<file path="config.mk">
export PLATFORM = sky130hd
export DESIGN_NAME = row_col_dec
export DESIGN_NICKNAME = d
export VERILOG_FILES = /design/src/rtl/row_col_pkg.sv /design/src/rtl/row_col_dec_therm_chk.sv /design/src/rtl/row_col_dec.sv
export SDC_FILE = /design/constraint.sdc
export NUM_CORES = 1
export LEC_CHECK = 0
export ABC_AREA = 1
export CAP_MARGIN = 10
export CORE_MARGIN = 2
export CORE_UTILIZATION = 53
export DETAILED_ROUTE_END_ITERATION = 8
export GPL_ROUTABILITY_DRIVEN = 0
export PLACE_DENSITY = 0.83
export SYNTH_ARGS = -nofsm -noshare
export SYNTH_HDL_FRONTEND = slang
export SYNTH_SLANG_ARGS = --single-unit
</file>
<file path="constraint.sdc">
create_clock -name clk -period 22.5 [get_ports clk]
set_clock_uncertainty 0.1 [all_clocks]
set_input_delay 3.375 -clock clk [delete_from_list [all_inputs] [get_ports clk]]
set_output_delay 3.375 -clock clk [all_outputs]
set_load 0.03 [all_outputs]
</file>
<file path="src/rtl/row_col_pkg.sv">
// Shared constants and helpers for the DCO row/column capacitor-bank encoder and decoder.
package row_col_pkg;

  localparam int ROW_W_DEF = 4;
  localparam int SIZE_DEF  = 1 << ROW_W_DEF;
  localparam int WORD_W_DEF = 2 * ROW_W_DEF;

  localparam int ERR_THERM = 0;
  localparam int ERR_ROW   = 1;
  localparam int ERR_COL   = 2;

  // Bank midpoint: half the rows fully on, no partial column.
  localparam logic [WORD_W_DEF-1:0] RST_WORD = WORD_W_DEF'((SIZE_DEF / 2) << ROW_W_DEF);

  // Index of the lowest set bit among the low n bits; n when none is set.
  function automatic int tz_count(input logic [63:0] v, input int n);
    int r;
    r = n;
    for (int i = 63; i >= 0; i--) begin
      if (i < n && v[i]) r = i;
    end
    return r;
  endfunction

  function automatic int popcount(input logic [63:0] v);
    int r;
    r = 0;
    for (int i = 0; i < 64; i++) begin
      if (v[i]) r = r + 1;
    end
    return r;
  endfunction

endpackage

</file>
<file path="src/rtl/row_col_dec_therm_chk.sv">
// Thermometer check: counts ones and flags whether they form a contiguous run
// anchored at the LSB (dir=0) or at the MSB (dir=1).
module therm_chk
  import row_col_pkg::*;
#(
  parameter int SIZE  = 16,
  parameter int CNT_W = 5
) (
  input  logic [SIZE-1:0]  vec,
  input  logic             dir,
  output logic [CNT_W-1:0] cnt,
  output logic             legal
);

  logic [SIZE-1:0] lo_mask;
  logic [SIZE-1:0] hi_mask;

  always_comb begin
    cnt     = CNT_W'(popcount(64'(vec)));
    lo_mask = '0;
    hi_mask = '0;
    for (int i = 0; i < SIZE; i++) begin
      lo_mask[i] = (i < int'(cnt));
      hi_mask[i] = (i >= SIZE - int'(cnt));
    end
    legal = (vec == (dir ? hi_mask : lo_mask));
  end

endmodule

</file>
<file path="src/rtl/row_col_dec.sv">
// Capacitor-bank monitor: rebuilds the tuning word {R, C} from the registered
// r_all/row/col selects, flags illegal patterns and keeps error statistics.
module row_col_dec
  import row_col_pkg::*;
#(
  parameter int WORD_W = 8,
  parameter int ROW_W  = 4,
  parameter int SIZE   = 1 << ROW_W,
  parameter int CNT_W  = 8
) (
  input  logic              clk,
  input  logic              rst_n,
  input  logic              en,
  input  logic [SIZE-1:0]   r_all,
  input  logic [SIZE-1:0]   row,
  input  logic [SIZE-1:0]   col,
  input  logic              clr,
  output logic [WORD_W-1:0] word,
  output logic              vld,
  output logic [2:0]        err,
  output logic              err_sticky,
  output logic [CNT_W-1:0]  err_cnt
);

  localparam logic [WORD_W-1:0] RST_W = WORD_W'((SIZE / 2) << ROW_W);

  function automatic logic [CNT_W-1:0] sat_inc(input logic [CNT_W-1:0] v);
    return (&v) ? v : v + CNT_W'(1);
  endfunction

  logic [SIZE-1:0]   r_all_p0;
  logic [SIZE-1:0]   row_p0;
  logic [SIZE-1:0]   col_p0;
  logic              vld_p0;

  logic [ROW_W:0]    rall_cnt;
  logic              rall_legal;
  logic [ROW_W:0]    c_cnt;
  logic              col_legal;
  logic [ROW_W-1:0]  r_idx;
  logic [2:0]        err_next;
  logic [WORD_W-1:0] word_next;
  int                tz;

  // Stage 0: capture the bank selects
  always_ff @(posedge clk or negedge rst_n) begin
    if (!rst_n) begin
      vld_p0   <= 1'b0;
      r_all_p0 <= '0;
      row_p0   <= '0;
      col_p0   <= '0;
    end else begin
      vld_p0 <= en;
      if (en) begin
        r_all_p0 <= r_all;
        row_p0   <= row;
        col_p0   <= col;
      end
    end
  end

  therm_chk #(.SIZE(SIZE), .CNT_W(ROW_W + 1)) u_rall_chk (
    .vec   (~r_all_p0),
    .dir   (1'b0),
    .cnt   (rall_cnt),
    .legal (rall_legal)
  );

  // Column fill direction alternates with row parity (serpentine bank layout).
  therm_chk #(.SIZE(SIZE), .CNT_W(ROW_W + 1)) u_col_chk (
    .vec   (col_p0),
    .dir   (r_idx[0]),
    .cnt   (c_cnt),
    .legal (col_legal)
  );

  always_comb begin
    tz    = tz_count(64'(r_all_p0), SIZE);
    r_idx = (tz >= SIZE) ? ROW_W'(SIZE - 1) : ROW_W'(tz);
    err_next            = '0;
    err_next[ERR_THERM] = ~rall_legal | rall_cnt[ROW_W];
    err_next[ERR_ROW]   = (row_p0 != (SIZE'(1) << r_idx));
    err_next[ERR_COL]   = c_cnt[ROW_W] | ~col_legal;
    word_next           = WORD_W'({r_idx, c_cnt[ROW_W-1:0]});
  end

  // Stage 1: decoded outputs and error statistics
  always_ff @(posedge clk or negedge rst_n) begin
    if (!rst_n) begin
      vld        <= 1'b0;
      word       <= RST_W;
      err        <= '0;
      err_sticky <= 1'b0;
      err_cnt    <= '0;
    end else begin
      vld <= vld_p0;
      if (vld_p0) begin
        word <= word_next;
        err  <= err_next;
      end
      if (clr) begin
        err_sticky <= 1'b0;
        err_cnt    <= '0;
      end else if (vld_p0 && err_next != 3'b000) begin
        err_sticky <= 1'b1;
        err_cnt    <= sat_inc(err_cnt);
      end
    end
  end

endmodule

</file>
# After elaboration in Yosys (flattened, before gate mapping)
# Index checks and enable logic that the tools add are counted.
[totals]
in_bits = 52
register_bits = 70
out_inout_bits = 21
word_cells = 160
[classes]
n_bitwise = 5
shift = 1
addsub = 32
mux = 55
order_cmp = 49
n_eq_ne = 4
reduce_logical = 5
[ops]
columns = ["operator", "n"]
rows = [
  [">= comparator 5 x 32 -> 1 bit (first input constant)", 8],
  ["2-to-1 mux 5 bit", 44],
  ["adder 5 x 2 -> 5 bit (second input constant)", 26],
  [">= comparator 4 x 32 -> 1 bit (first input constant)", 4],
  ["less-than comparator 4 x 5 -> 1 bit (first input constant)", 16],
  [">= comparator 3 x 32 -> 1 bit (first input constant)", 2],
  ["less-than comparator 3 x 5 -> 1 bit (first input constant)", 8],
  ["== test 16 bit", 2],
  [">= comparator 1 x 32 -> 1 bit (first input constant)", 1],
  [">= comparator 2 x 32 -> 1 bit (first input constant)", 1],
  [">= comparator 32 x 6 -> 1 bit (second input constant)", 1],
  ["2-to-1 mux 8 bit", 3],
  ["less-than comparator 1 x 5 -> 1 bit (first input constant)", 4],
  ["less-than comparator 2 x 5 -> 1 bit (first input constant)", 4],
  ["2-to-1 mux 16 bit", 1],
  ["!= test 16 bit", 1],
  ["NOT 16 bit", 1],
  ["<< shifter 1 x 4 -> 16 bit (first input constant)", 1],
  ["adder 8 x 1 -> 8 bit (second input constant)", 1],
  ["AND reduction 8 bit", 1],
  ["adder 2 x 1 -> 3 bit (second input constant)", 2],
  ["subtractor 5 x 5 -> 6 bit (first input constant)", 1],
  ["adder 1 x 1 -> 2 bit (second input constant)", 2],
  ["2-to-1 mux 1 bit", 4],
  ["9 further kinds", 12],
]

# Longest topological paths before layout
[depth]
ltp_word = 41
depth_mapped = 70
mapped_depth_nobuf = 70

# Hierarchy
# From an unflattened synthesis, not the netlist that was laid out.
[hier_totals]
cells_unflattened = 1564
hier_area_um2 = 9201.3
[modules_own_cells]
columns = ["mod", "instances", "seq_area_each_um2", "cells_per_inst", "area_per_inst_um2"]
rows = [
  ["therm_chk", 2, 0.0, 586, 2866.5],
  ["row_col_dec", 1, 1752.9, 392, 3468.3],
]

# Worst setup path before layout
# Ideal clock, no wire load.
[synth_path]
kind = "register -> register"
startpoint = "reg r_all_p0[0]"
endpoint = "reg err_cnt[0]"
path_buffers = 0
path_slack_ns = 12.946
setup_ns = 0.118
synth_period_minus_slack_ns = 9.554
required_time_ns = 22.282
path_stages_with_launch = 58
arrival_time_ns = 9.336
cell_sequence = "dfrtp_1 inv_1 ha_1 inv_1 nand2_1 nand2_1 inv_2 ha_1 nand2_1 nand2_1 ha_1 or2_2 o21ai_1 inv_1 ha_1 o21ai_0 inv_1 ha_1 (+22 left out) o21ai_0 inv_1 ha_1 o21ai_0 inv_1 ha_1 o21ai_0 inv_1 nor2_1 nand4_1 nand3_1 nand2_1 nor3b_1 nand3_1 o21ai_1 nand3_4 nand3_1 nand2_1"
[synth_between]
elab_chain_len = 40
elab_cells_between_ends = 64
classes_between = "add/sub: 15; order compare: 17; eq/ne: 3; shift: 1; mux: 19; bitwise: 5; reduce/logical: 4"
[synth_lines]
columns = ["item", "line_no", "source"]
rows = [
  ["from (decl)", "row_col_dec.sv:31", "logic [SIZE-1:0] r_all_p0;"],
  ["from (signal assigned)", "row_col_dec.sv:55", "r_all_p0 <= r_all;"],
  ["NOT 16 bit", "row_col_dec.sv:63", ".vec (~r_all_p0),"],
  ["2-to-1 mux 1 bit", "row_col_pkg.sv:29", "if (v[i]) r = r + 1;"],
  ["adder 1 x 1 -> 2 bit", "row_col_pkg.sv:29", ""],
  ["2-to-1 mux 2 bit", "row_col_pkg.sv:29", ""],
  ["adder 2 x 1 -> 3 bit", "row_col_pkg.sv:29", ""],
  ["2-to-1 mux 5 bit", "row_col_pkg.sv:29", ""],
  ["adder 5 x 2 -> 5 bit", "row_col_pkg.sv:29", ""],
  ["2-to-1 mux 5 bit", "row_col_pkg.sv:29", ""],
  ["(+24 left out)", "-", ""],
  ["less-than comparator 1 x 5 -> 1 bit (tied with other cells)", "row_col_dec_therm_chk.sv:23", "lo_mask[i] = (i < int'(cnt));"],
  ["== test 16 bit", "row_col_dec_therm_chk.sv:26", "legal = (vec == (dir ? hi_mask : lo_mask));"],
  ["NOT 1 bit", "row_col_dec.sv:81", "err_next[ERR_THERM] = ~rall_legal | rall_cnt[ROW_W];"],
  ["OR 1 bit", "row_col_dec.sv:81", ""],
  ["nonzero test 3 bit (*)", "row_col_dec.sv:104", "end else if (vld_p0 && err_next != 3'b000) begin"],
  ["logical AND 1 bit (*)", "row_col_dec.sv:104", ""],
  ["nonzero test 2 bit (no source line) (*)", "-", ""],
  ["AND reduction 2 bit (no source line) (*)", "-", ""],
  ["to (signal assigned)", "row_col_dec.sv:106", "err_cnt <= sat_inc(err_cnt);"],
  ["to (decl)", "row_col_dec.sv:22", "output logic [CNT_W-1:0] err_cnt"],
]
# Mark *: on every way between the ends. The rest lies on a longest branch, timed or not.
# A chain may end at the register's enable or synchronous reset.

# Worst setup path after layout
[layout_path]
startpoint = "reg r_all_p0[0]"
endpoint = "reg err_cnt[3]"
# The elaborated chain is that of the path after synthesis.

==> flow_summary.ini <==
[yosys]
synth.ff_latch_count = 70
synth_warnings = 0
synth.area.top_cells = sky130_fd_sc_hd__nand2_1 23%, sky130_fd_sc_hd__dfrtp_1 20%, sky130_fd_sc_hd__nand3_1 11%, sky130_fd_sc_hd__inv_1 7.2%, sky130_fd_sc_hd__nor2_1 5.5%
post-synth-top-area-fraction_pct = 22.53
synthesis.area_per_instance_um2 = 5.914
synth_nets = 1518
synthesis.area_mm2 = 0.008463
synth_top_cell_by_area = sky130_fd_sc_hd__nand2_1
seq_area_frac_synth_pct = 20.71
synth_cell_type_count = 44
synth_cells = 1431
dominant_register_cell_in_the_synthesized_netlist = sky130_fd_sc_hd__dfrtp_1
synth-async-reset-ratio_pct = 100.0
synth_edf_count = 0

[detailed_routing]
detail_route.iter0.violations = 632
post_drt_wl_per_cell_um = 12.74
detailroute.via_count = 9122
first_pass_iters = 5
detail_route.drc_violations = 0
antenna_left = 0
routed_wl_um = 21840
viasPerCell = 5.322

[setup_path]
timing.reg2reg.setup_slack_ps = 11850
slowest_delay_ps = 450
critical-path-top-cell-by-count = sky130_fd_sc_hd__nand2_1
crit_buf_inv = 8
criticalPathCategory = reg -> reg
timing.critical_path.depth = 57
worst_r2r_path_depth = 57
worst_setup_path_end_kind = flip-flop
worst-endpoint-arrival_ps = 10780
timing.critical_path.max_delay_family = adder cells
required_ps = 22640
worstSetupStartpointType = flip-flop
r2r-end = err_cnt[3]$_DFFE_PN0P_
critPathSlowestCell = sky130_fd_sc_hd__dfrtp_1
critPathMaxFanout = 8
worst_r2r_start = r_all_p0[0]$_DFFE_PN0P_

[sta]
fin_crit_sh_pct = 47.31
final.setup.worst_slack_ps = 11850
setup_viol_count_final = 0
maximum_clock_rate_ghz = 0.09394
fin_tns_setup_ps = 0
layout_min_cycle_time_ps = 10650
timing.slew.headroom_pct = 39.81
worst_slew_pin_slew_ps = 902.8
drv_slew = 0
hold_viol_final = 0
rsz0062_at_grt = no

[place]
hpwlAfterDp_um = 16950
place.port_buffers = 72
dpl_worst_slack_ps = 12030
placedCellCount = 1698

[cells_and_area]
layout.cells.non_filler = 1714
layout.nets = 1580
layout-area-overhead-vs-synth_pct = 14.55
layout-drive-gt1-share_pct = 11.42
antennaDiodeCount = 0

[cts]
tritoncts = yes
cts.repair_timing.setup_buffer_count = 0
post_cts_resize_count = 0
numClockSinks = 70
tritoncts.num_buffers = 9
cts_root_buffer = sky130_fd_sc_hd__clkbuf_16
clk_pin_slew_worst_paths_ps = 60
hold_buffers = 0
ctsLongestPathBuffers = 2
insertion_delay_ps = 350
htree_num_levels = 3

[status]
outcome = completed

[min_path]
worst_hold_path_depth = 2
hold_path.class = reg -> reg
hold_path.startpoint = err_sticky$_DFFE_PN0P_
hold_end = err_sticky$_DFFE_PN0P_

[floorplanning]
die_w_um = 130.4
floorplan.die.height_um = 130.4
start_util_pct = 53.67
core_region_area_mm2 = 0.01577
dieArea_mm2 = 0.01700
num_rows = 46
total_i_o_pin_count = 73

[grt]
grt_pass1_vias = 8472
antenna_found_initial = 0
track_usage_pct = 26.62
grt_first_pass_wirelength_um = 37240
maximum_number_of_pins_on_one_net_before_global_route_repair = 88
grt.overflow.total = 0

[power]
p_leak_uw = 0.005227
ir_drop_v = 0.00006766
cellPowerDensity_mw_per_mm2 = 123.6

[flow_run]
number_of_maximum_capacitance_constraint_violations = 0
[registers in the layout, summed over array words and instances, names as in the netlist, 3 cells and up]
signal and cells:
col_p0 16, r_all_p0 16, row_p0 16, err_cnt 8
word 8, err 3
[kinds of logic (layout without fill, tap and decap cells)]
kind of cell / after synthesis / after routing / share of synthesized area [%]
muxes: 10 / 10 / 1.331
adders and majority gates: 35 / 35 / 5.174
AOI/OAI and AO/OA: 95 / 95 / 5.988
xor gates and xnor gates: 24 / 24 / 2.572
and+or+nand+nor: 981 / 981 / 54.20
buffers and inverters: 216 / 283 / 10.02
DFF: 70 / 70 / 20.71
[layout by cell type, fill, tap and decap left out, types with 3 or more instances in the layout]
master                            instances
sky130_fd_sc_hd__nand2_2                 49
sky130_fd_sc_hd__nand3b_1                14
sky130_fd_sc_hd__dfrtp_1                 69
sky130_fd_sc_hd__nor3_1                   7
sky130_fd_sc_hd__nand3_1                181
sky130_fd_sc_hd__bufinv_16                3
sky130_fd_sc_hd__xor2_1                  22
sky130_fd_sc_hd__nand4_1                 29
sky130_fd_sc_hd__inv_1                  163
sky130_fd_sc_hd__nand2_4                 16
sky130_fd_sc_hd__clkinv_1                 5
sky130_fd_sc_hd__or2_2                   13
sky130_fd_sc_hd__o21ai_0                 65
sky130_fd_sc_hd__mux2_2                  10
sky130_fd_sc_hd__inv_2                   24
sky130_fd_sc_hd__ha_1                    35
sky130_fd_sc_hd__nand3_2                 20
sky130_fd_sc_hd__clkbuf_16                9
sky130_fd_sc_hd__nand2_1                508
sky130_fd_sc_hd__nor2_2                   3
sky130_fd_sc_hd__o21ai_1                  9
sky130_fd_sc_hd__clkdlybuf4s50_1         70
sky130_fd_sc_hd__nand3_4                  7
sky130_fd_sc_hd__nor2_1                 124
sky130_fd_sc_hd__o21ai_2                  3
sky130_fd_sc_hd__a21oi_1                 10
sky130_fd_sc_hd__nor4_1                   4
[synthesized netlist by cell type, types with 2 or more instances]
master and count:
sky130_fd_sc_hd__nand3b_1 14, sky130_fd_sc_hd__or2_2 13, sky130_fd_sc_hd__nor2_2 3, sky130_fd_sc_hd__buf_2 2, sky130_fd_sc_hd__and2_1 2, sky130_fd_sc_hd__xor2_1 22, sky130_fd_sc_hd__mux2_2 10, sky130_fd_sc_hd__o21ai_0 65
sky130_fd_sc_hd__a21oi_1 10, sky130_fd_sc_hd__o211ai_1 2, sky130_fd_sc_hd__nand4_1 29, sky130_fd_sc_hd__buf_6 3, sky130_fd_sc_hd__nor4_1 4, sky130_fd_sc_hd__nand2_4 16, sky130_fd_sc_hd__nand3_4 7, sky130_fd_sc_hd__ha_1 35
sky130_fd_sc_hd__o21ai_1 9, sky130_fd_sc_hd__dfrtp_1 69, sky130_fd_sc_hd__clkinv_1 5, sky130_fd_sc_hd__nand3_2 20, sky130_fd_sc_hd__nor2_1 124, sky130_fd_sc_hd__nand2_2 49, sky130_fd_sc_hd__o21ai_2 3, sky130_fd_sc_hd__inv_4 2
sky130_fd_sc_hd__inv_2 24, sky130_fd_sc_hd__clkbuf_1 14, sky130_fd_sc_hd__nor2_4 2, sky130_fd_sc_hd__buf_4 2, sky130_fd_sc_hd__nor3_1 7, sky130_fd_sc_hd__nand2_1 508, sky130_fd_sc_hd__inv_1 163, sky130_fd_sc_hd__nand3_1 181
[report_power, final]
part,switching (uW),internal (uW)
Clock,61.5,112
Sequential,16.9,139
Combinational,585,283
[layout make-up]
cell class | count | area, um2
Clock inverter | 6 | 116.4
Tap cell | 216 | 270.3
Inverter | 194 | 733.2
Timing Repair Buffer | 73 | 720.7
Sequential cell | 70 | 1753
Fill cell | 1489 | 6076
Multi-Input combinational cell | 1145 | 5862
Clock buffer | 10 | 239.0
[through the flow]
stage | total power, uW | utilization, % | hold slack (ps) | cell area [um2]
final | 1198 | 61.47 | 384.1 | 9694
after global routing | 1320 | 61.47 | 436.2 | 9694
after CTS | 1183 | 61.47 | 389.1 | 9694
after detailed placement | 1003 | 59.22 | 367.1 | 9339
after global placement | 980.5 | 59.22 | 375.0 | 9339
after floorplan | 849.7 | - | 388.8 | 8463
[tightest hold or removal path, stage by stage (launching register included)]
cell,delay [ps]
sky130_fd_sc_hd__dfrtp_1,340
sky130_fd_sc_hd__o21ai_1,70
sky130_fd_sc_hd__inv_1,40
[worst max path at each step]
stage	slack, ps	start	to
floorplan	12950	r_all_p0[0]$_DFFE_PN0P_	err_cnt[0]$_DFFE_PN0P_
finish	11850	r_all_p0[0]$_DFFE_PN0P_	err_cnt[3]$_DFFE_PN0P_
global route	11020	r_all_p0[0]$_DFFE_PN0P_	err_cnt[0]$_DFFE_PN0P_
CTS	11920	r_all_p0[0]$_DFFE_PN0P_	err_cnt[3]$_DFFE_PN0P_
detailed placement	12030	r_all_p0[0]$_DFFE_PN0P_	err_cnt[7]$_DFFE_PN0P_
global placement	12380	r_all_p0[0]$_DFFE_PN0P_	err_cnt[4]$_DFFE_PN0P_
[per-layer routing]
| layer | track usage, % | up-vias | part of all wire, % |
|---|---|---|---|
| met1 | 33.74 | 4109 | 44 |
| met4 | 6.696 | 0 | 1.6 |
| li1 | - | 4706 | - |
| met5 | 0 | - | 0 |
| met3 | 4.264 | 39 | 5.6 |
| met2 | 47.40 | 268 | 48 |
No activity file was read; power rests on OpenSTA's default activity.
